<file path="src/rtl/cic_pkg.sv">
// cic_pkg: shared sizing and saturation helpers for the CIC filter family.
package cic_pkg;

  // Ceiling log2 with a constant loop bound so it elaborates and synthesises cleanly.
  function automatic int unsigned clog2(input int unsigned v);
    int unsigned r;
    r = 0;
    for (int unsigned i = 0; i < 32; i++) begin
      if ((64'd1 << i) < 64'(v)) r = i + 1;
    end
    return r;
  endfunction

  // Internal datapath width: input width plus worst-case CIC bit growth.
  function automatic int unsigned cic_width(input int unsigned din_w, input int unsigned n,
                                            input int unsigned r, input int unsigned m);
    return din_w + n * clog2(r * m);
  endfunction

  // Right shift that brings the interpolator DC gain back to unity.
  function automatic int unsigned cic_gain_shift(input int unsigned n, input int unsigned r,
                                                 input int unsigned m);
    return n * clog2(r * m) - clog2(r);
  endfunction

  // Clamp a signed value into the signed range of a w-bit word (1 <= w <= 63).
  function automatic logic signed [63:0] saturate(input logic signed [63:0] v,
                                                  input int unsigned w);
    logic signed [63:0] hi;
    logic signed [63:0] lo;
    hi = (64'sd1 <<< (w - 1)) - 64'sd1;
    lo = -(64'sd1 <<< (w - 1));
    if (v > hi) return hi;
    if (v < lo) return lo;
    return v;
  endfunction

endpackage

</file>
<file path="src/rtl/cic_comb_stage.sv">
// cic_comb_stage: one comb section y = x - x[n-M], advancing only when enabled.
module cic_comb_stage #(
  parameter int unsigned W = 22,
  parameter int unsigned M = 1
) (
  input  logic                aclk,
  input  logic                aresetn,
  input  logic                i_en,
  input  logic signed [W-1:0] i_x,
  output logic signed [W-1:0] o_y
);

  logic signed [W-1:0] r_dly [M];

  assign o_y = i_x - r_dly[M-1];

  // Differential delay line, shifted once per accepted input sample.
  always_ff @(posedge aclk or negedge aresetn) begin
    if (!aresetn) begin
      for (int unsigned i = 0; i < M; i++) r_dly[i] <= '0;
    end else if (i_en) begin
      r_dly[0] <= i_x;
      for (int unsigned i = 1; i < M; i++) r_dly[i] <= r_dly[i-1];
    end
  end

endmodule

</file>
<file path="src/rtl/cic_interpolator.sv">
// cic_interpolator: streaming CIC interpolator, R high-rate outputs per low-rate input.
// Comb chain runs at the input rate, integrators at the output rate with zero stuffing.
// Build option: define CIC_INTERP_ROUND_EN for round-half-up plus output saturation;
// otherwise the output is truncated and wraps.
module cic_interpolator
  import cic_pkg::*;
#(
  parameter int unsigned DIN_W = 16,
  parameter int unsigned N     = 3,
  parameter int unsigned R     = 4,
  parameter int unsigned M     = 1
) (
  input  logic             aclk,
  input  logic             aresetn,
  input  logic [DIN_W-1:0] s_axis_data_tdata,
  input  logic             s_axis_data_tvalid,
  output logic             s_axis_data_tready,
  output logic [DIN_W-1:0] m_axis_data_tdata,
  output logic             m_axis_data_tvalid,
  input  logic             m_axis_data_tready
);

  localparam int unsigned W          = cic_width(DIN_W, N, R, M);
  localparam int unsigned GAIN_SHIFT = cic_gain_shift(N, R, M);
  localparam int unsigned PW         = clog2(R);

  logic signed [W-1:0] w_comb [N+1];
  logic signed [W-1:0] w_x;
  logic [DIN_W-1:0]    w_out;
  logic                w_accept;
  logic                w_adv;

  logic signed [W-1:0] r_comb;
  logic                r_pend;
  logic [PW-1:0]       r_phase;
  logic signed [W-1:0] r_integ [N];
  logic [DIN_W-1:0]    r_tdata;
  logic                r_tvalid;

  assign s_axis_data_tready = !r_pend;
  assign m_axis_data_tdata  = r_tdata;
  assign m_axis_data_tvalid = r_tvalid;

  assign w_accept = s_axis_data_tvalid && !r_pend;
  assign w_adv    = (!r_tvalid || m_axis_data_tready) && ((r_phase != '0) || r_pend);
  assign w_x      = (r_phase == '0) ? r_comb : '0;

  assign w_comb[0] = {{(W-DIN_W){s_axis_data_tdata[DIN_W-1]}}, s_axis_data_tdata};

  for (genvar g = 0; g < N; g++) begin : g_comb
    cic_comb_stage #(
      .W (W),
      .M (M)
    ) u_comb (
      .aclk    (aclk),
      .aresetn (aresetn),
      .i_en    (w_accept),
      .i_x     (w_comb[g]),
      .o_y     (w_comb[g+1])
    );
  end

`ifdef CIC_INTERP_ROUND_EN
  localparam int unsigned      RND_SH = (GAIN_SHIFT > 0) ? GAIN_SHIFT - 1 : 0;
  localparam logic signed [W:0] RND   = (GAIN_SHIFT > 0) ? ((W+1)'(1) <<< RND_SH) : '0;

  logic signed [W:0] w_rnd;

  // One guard bit keeps the rounding offset from wrapping before the clamp.
  assign w_rnd = $signed({r_integ[N-1][W-1], r_integ[N-1]}) + RND;
  assign w_out = DIN_W'(saturate(64'($signed(w_rnd >>> GAIN_SHIFT)), DIN_W));
`else
  assign w_out = DIN_W'(r_integ[N-1] >>> GAIN_SHIFT);
`endif

  // Input side: hold the comb result until the integrators consume it at phase 0.
  always_ff @(posedge aclk or negedge aresetn) begin
    if (!aresetn) begin
      r_comb <= '0;
      r_pend <= 1'b0;
    end else begin
      if (w_adv && (r_phase == '0)) r_pend <= 1'b0;
      if (w_accept) begin
        r_comb <= w_comb[N];
        r_pend <= 1'b1;
      end
    end
  end

  // Pipelined integrators and phase counter, stepping once per output slot.
  always_ff @(posedge aclk or negedge aresetn) begin
    if (!aresetn) begin
      for (int unsigned k = 0; k < N; k++) r_integ[k] <= '0;
      r_phase <= '0;
    end else if (w_adv) begin
      r_integ[0] <= r_integ[0] + w_x;
      for (int unsigned k = 1; k < N; k++) r_integ[k] <= r_integ[k] + r_integ[k-1];
      r_phase <= r_phase + PW'(1);
    end
  end

  // Output register: load on each step, otherwise drop valid once the sink takes it.
  always_ff @(posedge aclk or negedge aresetn) begin
    if (!aresetn) begin
      r_tdata  <= '0;
      r_tvalid <= 1'b0;
    end else if (w_adv) begin
      r_tdata  <= w_out;
      r_tvalid <= 1'b1;
    end else if (m_axis_data_tready) begin
      r_tvalid <= 1'b0;
    end
  end

endmodule

</file>
<file path="config.mk">
export PLATFORM = sky130hd
export DESIGN_NAME = cic_interpolator
export DESIGN_NICKNAME = d
export VERILOG_FILES = /design/src/rtl/cic_pkg.sv /design/src/rtl/cic_comb_stage.sv /design/src/rtl/cic_interpolator.sv
export SDC_FILE = /design/constraint.sdc
export NUM_CORES = 1
export LEC_CHECK = 0
export BUFFER_PORTS_ARGS = -buffer_cell sky130_fd_sc_hd__buf_2
export CORE_AREA = 2 2 145 147
export DETAILED_ROUTE_END_ITERATION = 7
export DIE_AREA = 0 0 147 149
export PLACE_DENSITY = 0.77
export SKIP_CTS_REPAIR_TIMING = 1
export SLEW_MARGIN = 10
export SYNTH_ARGS = -nofsm -noshare
export SYNTH_HDL_FRONTEND = slang
export SYNTH_SLANG_ARGS = --single-unit
</file>
<file path="constraint.sdc">
create_clock -name aclk -period 6.3 [get_ports aclk]
set_input_delay 0.63 -clock aclk [delete_from_list [all_inputs] [get_ports aclk]]
set_output_delay 0.63 -clock aclk [all_outputs]
set_load 0.01 [all_outputs]
</file>
# Word level (Yosys, flattened, before mapping)
# Index checks and enable logic that the tools add are counted.
# totals
reg_bits,163
out_inout_bits,18
word_cells,34
input_bits,20
# classes
addsub,7
n_reduce_logical,11
n_mux,5
# op_table
op,n
$add A22 B22 Y22,3
$mux W22,1
$sub A22 B22 Y22,1
$sub A17 B17 Y18,1
$sub A16 B16 Y17,1
$reduce_bool A2 Y1,3
$mux W1,4
$logic_and A1 B1 Y1,3
$add A2 B1 Y2 const B,1
$logic_not A1 Y1,2
$logic_not A2 Y1,1
$logic_or A1 B1 Y1,2

# Logic depth before layout (Yosys ltp)
# depth
word_depth,6
mapped_depth,23
mapped_depth_nobuf,23

# Modules after synthesis
# A second synthesis with hierarchy kept.
# hier_totals
cells_unflattened,1467
hier_area_um2,12583.3
# modules_own_cells
mod,area_each_um2,cells_each,n_inst,seq_area_each_um2
cic_interpolator,6536.3,722,1,2502.4
cic_comb_stage (g_comb[1].u_comb ...),2009.4,251,2,550.5
cic_comb_stage (g_comb[0].u_comb),2028.2,243,1,550.5

# Worst setup path after synthesis
# No wires, ideal clock.
# synth_timing
path_kind,input -> register
startpoint,input port s_axis_data_tdata[0]
endpoint,register r_comb[18]
cell_stages,21
setup_slack_ns,1.288
n_path_buf,0
setup_time_ns,0.066
arrival_time_ns,4.946
required_ns,6.234
cell_sequence,inv_1 ha_1 fa_1 nor2b_1 o2111a_1 or2_1 nor2_1 xnor2_1 ha_1 a2111o_1 o21a_1 o41ai_2 xnor2_1 ha_1 a21o_1 a21o_1 a21oi_1 o21ai_0 a41o_1 a2111oi_2 o31a_1
# synth_via
elab_chain_len,3
# synth_lines
item,line,source
"start, declared",cic_interpolator.sv:15,"input logic [DIN_W-1:0] s_axis_data_tdata,"
$sub A16 B16 Y17,cic_comb_stage.sv:15,assign o_y = i_x - r_dly[M-1];
named net g_comb[0].u_comb.o_y[6],cic_comb_stage.sv:10,output logic signed [W-1:0] o_y
$sub A17 B17 Y18,cic_comb_stage.sv:15,
named net g_comb[1].u_comb.o_y[11],cic_comb_stage.sv:10,
$sub A22 B22 Y22,cic_comb_stage.sv:15,
"end signal, assigned",cic_interpolator.sv:84,r_comb <= w_comb[N];
"end, declared",cic_interpolator.sv:33,logic signed [W-1:0] r_comb;
# The timed path passes the listed nets, and every way through them passes these cells.
# A chain may end at the register's enable or synchronous reset.

# Final worst setup path
# layout_timing
startpoint,register g_comb[0].u_comb.r_dly[0] (netlist bit)
endpoint,register r_comb[18]
# layout_via
elab_chain_len,3
# layout_lines
item,line,source
"start, declared",cic_comb_stage.sv:13,logic signed [W-1:0] r_dly [M];
$sub A16 B16 Y17,cic_comb_stage.sv:15,
named net g_comb[0].u_comb.o_y[6],cic_comb_stage.sv:10,
$sub A17 B17 Y18,cic_comb_stage.sv:15,
named net g_comb[1].u_comb.o_y[11],cic_comb_stage.sv:10,
$sub A22 B22 Y22,cic_comb_stage.sv:15,
# The timed path passes the listed nets, and every way through them passes these cells.

==> results.tsv <==
metric	value	unit
cts_buffers	17	
htree_num_levels	4	
synth_nets	1444	
first_global_vias	8881	
drive_gt1_share	8.05	%
antenna_left	0	
ys_async_sr_fraction	100	%
rows	53	
path_clk_slew	0.06	ns
setup_viol	0	
hp-class	input port to asynchronous set/reset pin	
pre_cts_slack	0.779	ns
grt_pass1_wl	38400	um
overflow	0	
insertion_delay	0.43	ns
synth_top_area_cell	dfrtp_1	
cts_tree	done	
drc_errors	0	
clock.fmax	189	MHz
finalHoldViolCount	0	
synth_top_area_share	34.2	%
critPathKind	flip-flop to flip-flop	
dp_hpwl	16000	um
diodes	0	
outcome	completed	
finalCritPeriodShare	84.1	%
synth_enable_flop_cells	0	
drt-total-wl	22200	um
viasPerCell	5.60	
endpoint_kind	flip-flop	
portBuffers	37	
start_util	53.7	%
finalCriticalPeriod	5.30	ns
setup-tns-final	0	ns
dieHeight	149	um
clk_path_buf_depth	2	
drt-pass1-iter-count	4	
wl_per_cell	13.7	um
max_cap_violations	0	
dieArea	21900	um2
seq_area	3780	um2
die_w	147	um
relSlewSlack	24.3	%
cts_sinks	151	
root_buffer	clkbuf_16	
setup_ws	1.00	ns
grtUsageTotal	21.1	%
maxSlewViolCount	0	
critPathMostFrequentCell	ha_1	
fillCellCount	1833	
ios	38	
slowest_stage	a2111o_1	
multi_input_area	6810	um2
syn_area_per_cell	8.43	um2
ys_seq_area_share	34.2	%
synth-main-ff-cell	dfrtp_1	
rsz0062_at_grt	false	
synth_area_leaders	dfrtp_1 (34%), ha_1 (12%), nand2_1 (7.7%), o21ai_0 (5.4%), a21oi_1 (3.7%)	
core	20600	um2
synth.ff_latch_count	151	
finalNetCount	1463	
netlist_instances	1309	
worstPathRequired	6.67	ns
globalplace.congestion	0.871	
vias	9048	
yosys_warnings	0	
syn_area	11000	um2
worst-slew-pin-transition	1.13	ns
yosys.cell_types.count	69	
crit_path_start_kind	flip-flop	
path_cells	ha_1 > fa_1 > nor2b_1 > o2111a_1 > or2_1 > nor2_1 > xnor2_1 > ha_1 > a2111o_1 > o21a_1 > o41ai_2 > xnor2_1 > ha_1 > a21o_1 > a21o_1 > a21oi_1 > o21ai_0 > a41o_1 > a2111oi_2 > o31a_1	
antenna_found_initial	0	
grt_max_degree	128	
drt_iter0_drc	429	
finClkSkew	0.00869	ns
crit_fanout	6	
worst_path_largest_cell_delay	0.41	ns
syn2layout_area_growth	9.73	%
cp_data_arrival_time	5.66	ns
## metal layers
layer	global-route usage, %	share of wire, %	wire, um	vias up
met3	3.06	2.2	482	61
met1	23.3	44	9750	4210
met5	0	0	0	-
met2	40.0	50	11200	134
li1	-	-	-	4643
met4	9.62	3.4	750	0
## cell usage in the layout (no fill, tap or decap), types with 6 or more instances in the layout
| cell type | instances |
|---|---|
| nor4_1 | 6 |
| nor2_1 | 62 |
| a31oi_1 | 13 |
| mux2_2 | 12 |
| clkbuf_16 | 17 |
| a21o_1 | 42 |
| o21a_1 | 13 |
| inv_1 | 85 |
| dfrtp_1 | 151 |
| a211oi_1 | 15 |
| xnor2_1 | 41 |
| o31ai_1 | 11 |
| a21oi_1 | 82 |
| o21ai_0 | 118 |
| ha_1 | 109 |
| buf_2 | 36 |
| o21ai_1 | 30 |
| or3_1 | 6 |
| nand2_1 | 226 |
| and2_1 | 26 |
| o211ai_1 | 9 |
| nand3_1 | 16 |
| fa_1 | 6 |
| nor2b_1 | 16 |
| and3_1 | 12 |
| nor3_1 | 15 |
| nand2b_1 | 13 |
| xor2_1 | 38 |
| nor3b_1 | 6 |
## synthesized netlist by cell type (9+ instances only)
library cell and n:
a31oi_1 13, dfrtp_1 151, xor2_1 38, o21a_1 13, nand2b_1 13, o21ai_1 31, nand2_1 227, a21o_1 42
nor2b_1 17, ha_1 109, o211ai_1 9, nor2_1 62, inv_1 85, nand3_1 16, a21oi_1 82, nor3_1 15
and2_1 26, a211oi_1 15, o31ai_1 11, clkbuf_1 37, o21ai_0 118, xnor2_1 41, mux2_2 12, and3_1 12
## state kept, by name (all words and copies together), names as in the netlist
name                 cells
r_integ                 60
g_comb.u_comb.r_dly     51
m_axis_data_tvalid       1
r_phase                  2
m_axis_data_tdata       16
r_pend                   1
r_comb                  20
## worst max-delay path, delay by kind of cell, from the launching register on
kind	cells	cell delay (ns)
flops	1	0.39
xor+xnor	2	0.38
compound gates	11	2.77
simple gates	3	0.40
fa+ha+maj	4	1.28
## path summary, 6_finish.rpt
check | from | end | slack, ns | cells after the start
min in group aclk | s_axis_data_tdata[8] | g_comb[0].u_comb.r_dly[8] | 0.42 | 3
setup reg to reg | g_comb[0].u_comb.r_dly[0] | r_comb[18] | 1.00 | 20
hold / removal | aresetn | m_axis_data_tdata[0] | 0.22 | 1
setup / recovery | g_comb[0].u_comb.r_dly[0] | r_comb[18] | 1.00 | 20
hold reg to reg | r_comb[4] | r_comb[4] | 0.46 | 2
max in group asynchronous | aresetn | g_comb[1].u_comb.r_dly[8] | 4.67 | 2
## stage by stage
step | utilization (%) | area, um2 | hold WS (ns) | std cells
3_5_place_dp | 55.8 | 11500 | 0.450 | 1584
4_1_cts | 58.9 | 12100 | 0.265 | 1616
5_1_grt | 58.9 | 12100 | 0.295 | 1616
3_3_place_gp | 55.8 | 11500 | 0.444 | 1584
2_1_floorplan | - | 11000 | 0.334 | 1309
6_report | 58.9 | 12100 | 0.221 | 1616
## area by class of cell
| class | count | share of cell area, % |
|---|---|---|
| multi-input combinational | 1032 | 56.2 |
| sequential | 151 | 31.2 |
| clock buffer | 19 | 3.66 |
| tap | 275 | 2.84 |
| inverter | 85 | 2.64 |
| timing repair buffer | 41 | 1.83 |
| clock inverter | 13 | 1.61 |
## cells by family after synthesis
family	Yosys count	synth area share (%)
buffers and inverters	126	4.30
muxes	15	1.50
DFF	151	34.2
and+or+nand+nor	427	17.5
AOI/OAI and AO/OA	396	22.7
adders and majority gates	115	13.4
xor gates and xnor gates	79	6.27
Power is left out: the tool's default activity adds up to more than one toggle a clock period on the data nets, which glitch-free logic cannot reach.
